<file path="config.mk">
export PLATFORM = sky130hd
export DESIGN_NAME = cmp_bist_sequencer
export DESIGN_NICKNAME = d
export VERILOG_FILES = /design/src/rtl/cmp_bist_sequencer.sv
export SDC_FILE = /design/constraint.sdc
export NUM_CORES = 1
export LEC_CHECK = 0
export CORE_ASPECT_RATIO = 1.2
export CORE_MARGIN = 3
export CORE_UTILIZATION = 55
export DETAILED_ROUTE_END_ITERATION = 10
export GPL_TIMING_DRIVEN = 0
export MAX_ROUTING_LAYER = met4
export PLACE_DENSITY = 0.89
export RECOVER_POWER = 50
export SYNTH_ARGS = -nofsm -noshare
export SYNTH_HDL_FRONTEND = slang
export SYNTH_SLANG_ARGS = --single-unit
export TNS_END_PERCENT = 20
</file>
<file path="constraint.sdc">
create_clock -name clk -period 4.5 [get_ports clk]
set_clock_uncertainty 0.05 [all_clocks]
set_input_delay 0.9 -clock clk [delete_from_list [all_inputs] [get_ports clk]]
set_output_delay 0.9 -clock clk [all_outputs]
set_load 0.01 [all_outputs]
</file>
<file path="src/rtl/cmp_bist_sequencer.sv">
// Built-in self-test sequencer for the magnitude comparator: sweeps every A/B pair,
// waits a settle interval, checks gt/eq/lt against a golden compare and reports the outcome.
module cmp_bist_sequencer #(
    parameter int W      = 2,
    parameter int SETTLE = 2
) (
    input  logic           clk,
    input  logic           rst,
    input  logic           start,
    output logic [W-1:0]   a_out,
    output logic [W-1:0]   b_out,
    input  logic           gt_in,
    input  logic           eq_in,
    input  logic           lt_in,
    output logic           busy,
    output logic           done,
    output logic           pass,
    output logic [2*W:0]   err_count,
    output logic           fail_valid,
    output logic [W-1:0]   fail_a,
    output logic [W-1:0]   fail_b
);

    typedef enum logic [1:0] {S_IDLE, S_SETTLE, S_CHECK, S_DONE} state_t;

    localparam logic [3:0] SETTLE_LOAD = 4'(SETTLE - 1);

    state_t       state;
    logic [3:0]   settle_cnt;
    logic [2:0]   golden;
    logic         mismatch;
    logic [2*W:0] err_next;
    logic         last_vec;

    // NOTE: every variable gets a value on every pass through always_comb, so no latch is inferred.
    always_comb begin
        golden   = {a_out > b_out, a_out == b_out, a_out < b_out};
        mismatch = (golden != {gt_in, eq_in, lt_in});
        err_next = err_count + (2*W+1)'(mismatch);
        last_vec = &{a_out, b_out};
    end

    // NOTE: state is updated with non-blocking assignments so every register sees pre-edge values.
    always_ff @(posedge clk) begin
        // NOTE: reset is synchronous and wins over any launch or sweep activity on the same edge.
        if (rst) begin
            state      <= S_IDLE;
            settle_cnt <= '0;
            a_out      <= '0;
            b_out      <= '0;
            busy       <= 1'b0;
            done       <= 1'b0;
            pass       <= 1'b0;
            err_count  <= '0;
            fail_valid <= 1'b0;
            fail_a     <= '0;
            fail_b     <= '0;
        end else begin
            case (state)
                S_IDLE, S_DONE: begin
                    if (start) begin
                        a_out      <= '0;
                        b_out      <= '0;
                        err_count  <= '0;
                        fail_valid <= 1'b0;
                        fail_a     <= '0;
                        fail_b     <= '0;
                        pass       <= 1'b0;
                        settle_cnt <= SETTLE_LOAD;
                        busy       <= 1'b1;
                        done       <= 1'b0;
                        state      <= S_SETTLE;
                    end
                end
                S_SETTLE: begin
                    if (settle_cnt != '0)
                        settle_cnt <= settle_cnt - 4'd1;
                    else
                        state <= S_CHECK;
                end
                S_CHECK: begin
                    err_count <= err_next;
                    if (mismatch && !fail_valid) begin
                        fail_valid <= 1'b1;
                        fail_a     <= a_out;
                        fail_b     <= b_out;
                    end
                    if (last_vec) begin
                        busy  <= 1'b0;
                        done  <= 1'b1;
                        pass  <= (err_next == '0);
                        state <= S_DONE;
                    end else begin
                        // B is the fast index, so the pair advances as one 2W-bit counter.
                        {a_out, b_out} <= {a_out, b_out} + (2*W)'(1);
                        settle_cnt     <= SETTLE_LOAD;
                        state          <= S_SETTLE;
                    end
                end
                default: state <= S_IDLE;
            endcase
        end
    end

endmodule

</file>
==> flow_summary.yaml <==
sta:
  finalCritPeriodShare_pct: 76.46
  hold_violations: 0
  slew_headroom_pct: 57.72
  drv_slew: 0
  fin_setup_tns_ps: 0
  setup_slack_ps: 1059
  rsz0062_at_grt: "no"
  worstMarginPinSlew_ps: 629.4
  period_minus_slack_ps: 3441
  clock.fmax_mhz: 290.7
  setup_violations: 0
worst_hold_path:
  hold_depth: 2
  min_from: "done"
  hp-class: "register to register"
  hold_end: "done"
floorplanning:
  fp.dieW_um: 49.82
  start_util_pct: 59.87
  coreArea_mm2: 0.002117
  dieArea_mm2: 0.002919
  rows: 18
  die_height_um: 58.59
  pin_count: 23
clock_tree:
  clk_latency_ps: 320
  cts_setup_buffers: 0
  cts.sinks: 23
  postCtsHoldBufs: 0
  clk_pin_slew_worst_paths_ps: 130
  cts.repair.resized: 0
  cts_max_path_buffers: 2
  numCtsBuffers: 3
  tritoncts: "yes"
  cts_max_level: 1
  clockRootBuffer: "clkbuf_4"
synthesis:
  yosys_warnings: 0
  synth-compound-area-share_pct: 19.05
  synth_fa_ha_area_share_pct: 9.872
  synth_nets: 166
  yosysUniqueCellTypes: 41
  synthSimpleGateAreaFrac_pct: 22.70
  ys_seq_area_share_pct: 36.33
  synth_top_family_by_area: "simple AND/OR/NAND/NOR gates"
  ys_ff_latch: 23
  synthXorXnorAreaFrac_pct: 4.146
  syn_area_mm2: 0.001267
  ys.flop_type: "dfxtp_1"
  synth-edff-count: 0
  syn_area_per_cell_um2: 8.450
  synth_mux_area_share_pct: 1.678
  syn-instance-count: 150
  async_reset_ff_share_pct: 0
detailed_routing:
  drt_first_pass_iters: 4
  drt_wl_total_um: 2907
  routedWlPerCell_um: 14.11
  viasPerCell: 5.796
  drcViolationCount: 0
  drt_iter0_markers: 57
  vias: 1194
  ant_nets: 0
critical_path:
  path_class: "input port to register"
  reg2reg_depth: 12
  rr_startpoint: "a_out[0]"
  worst_setup_path_start_kind: "input port"
  critPathSlowestCell: "dlygate4sd3_1"
  cp.required_ps: 4710
  cp_common_cell: "ha_1"
  crit_fanout: 4
  ff2ff_setup_slack_ps: 1310
  critPathMaxStageDelay_ps: 570
  cp.arrival_ps: 3650
  cp-end-kind: "register"
  r2r-end: "pass"
  crit_chain: "dlygate4sd3_1, nor2b_1, o21ai_0, nand3_1, or2_2, ha_1, ha_1, xor2_1, or3_1, or4_1, a21oi_1"
cells_and_area:
  layout.cells.non_filler: 206
  layout.nets: 193
  area_growth_pct: 21.91
  layout.area.seq_um2: 460.4
  multi_input_area_um2: 720.7
  nFillCells: 191
  final_area_mm2: 0.001545
  drive_gt1_share_pct: 6.250
  diodes: 0
power:
  ir_drop_uv: 304.6
  netSwitchingPower_mw: 0.2537
  pwr-share-seq_pct: 40.5
  power_frac_comb_pct: 44.0
  switching_share_pct: 40.31
  p_int_mw: 0.3758
  powerDensity_mw_per_mm2: 407.4
  power_mw: 0.6295
  p_leak_nw: 0.6141
  clkPwrFrac_pct: 15.5
global_route:
  grt_pass1_vias: 1172
  grt_pass1_wl_um: 5071
  grt_max_degree: 14
  grt_overflow_total: 0
  grt_util_all_layers_pct: 22.68
  antenna_found_initial: 0
placement:
  gp_congestion: 0.9041
  place.port_buffers: 22
  post_dp_cell_area_mm2: 0.001525
  place_ws_ps: 862.7
  place_inst: 202
  dp_hpwl_um: 2310
status:
  status: "finished, final reports clean"
job:
  cap_violations: 0
## cells in the mapped netlist, drive strengths merged, types with 3 or more instances
cell type | n | area share [%]
nand2 | 10 | 3.0
dfxtp | 23 | 36
nor2 | 15 | 5.7
a21oi | 10 | 3.9
o22ai | 4 | 2.0
o21ai | 9 | 3.6
ha | 10 | 9.9
a22oi | 5 | 3.0
nor2b | 3 | 1.5
or3 | 3 | 1.5
xnor2 | 5 | 3.5
inv | 17 | 5.0
nand3 | 5 | 2.0
## power by group through the flow
stage / clock network [mW] / logic, mW / registers, mW
after CTS: 0.0969 / 0.286 / 0.255
after detailed placement: 0 / 0.284 / 0.260
after global routing: 0.103 / 0.313 / 0.259
after floorplan: 0 / 0.215 / 0.258
final: 0.0973 / 0.277 / 0.255
after global placement: 0 / 0.268 / 0.257
## metrics by stage
stage	utilization, %	hold slack [ps]
final	72.99	411.4
after global routing	72.99	431.2
after CTS	73.35	421.0
after detailed placement	72.04	403.2
after global placement	72.04	392.6
after floorplan	-	416.1
## cells by family after synthesis
kind of cell	Yosys count
and+or+nand+nor	51
DFF	23
AOI/OAI and AO/OA	38
muxes	2
adders and majority gates	10
buffers and inverters	20
xor gates and xnor gates	6
## layout by cell type, fill, tap and decap left out, types with 2 or more instances in the layout
master,count
nor2b_1,3
a22oi_1,5
inv_1,16
a21oi_1,10
nand2b_1,2
dlygate4sd3_1,13
nor3_1,2
clkdlybuf4s50_1,9
o21ai_0,9
a21o_1,2
clkbuf_4,3
xnor2_1,5
ha_1,10
nor2_1,14
nand2_1,10
clkbuf_1,2
nand3_1,5
o22ai_1,4
or3_1,3
nand4_1,2
a211oi_1,2
dfxtp_1,23
## per-layer routing
metal  part of all wire [%]  vias up  wire length [µm]  track usage, %
li1                       -      578                 -               -
met1                     39      573              1148           23.93
met2                     55       38              1601           41.97
met3                    4.1        5               118           2.785
met4                    1.4        0                40           10.28
met5                      0        -                 0               -
## registers in the layout (all words and copies together) (netlist names)
register    flops
settle_cnt      4
pass            1
busy            1
fail_b          2
state           2
fail_a          2
done            1
fail_valid      1
a_out           2
b_out           2
err_count       5
## worst max-delay path by stage
stage / startpoint / to / slack [ps] / cells past startpoint
after floorplan: lt_in / pass / 1480 / 10
after global placement: lt_in / pass / 900 / 11
after detailed placement: lt_in / pass / 860 / 11
after CTS: lt_in / pass / 1190 / 11
after global routing: lt_in / pass / 900 / 11
final: lt_in / pass / 1060 / 11
## layout make-up
cell class	instances	share of cell area (%)
inverter	17	4.130
clock buffer	3	1.457
buffer	3	0.9717
tap	30	2.429
clock inverter	1	0.3239
sequential	23	29.80
multi-input combinational	107	46.64
timing repair buffer	22	14.25
## worst max-delay path: cells and delay by family
kind,cells,cell delay (ps)
AOI/OAI and AO/OA,2,280
xor gates and xnor gates,1,150
buffers and inverters,1,570
adders and majority gates,2,430
and+or+nand+nor,5,1310
Power figures use the tool's default switching activity.
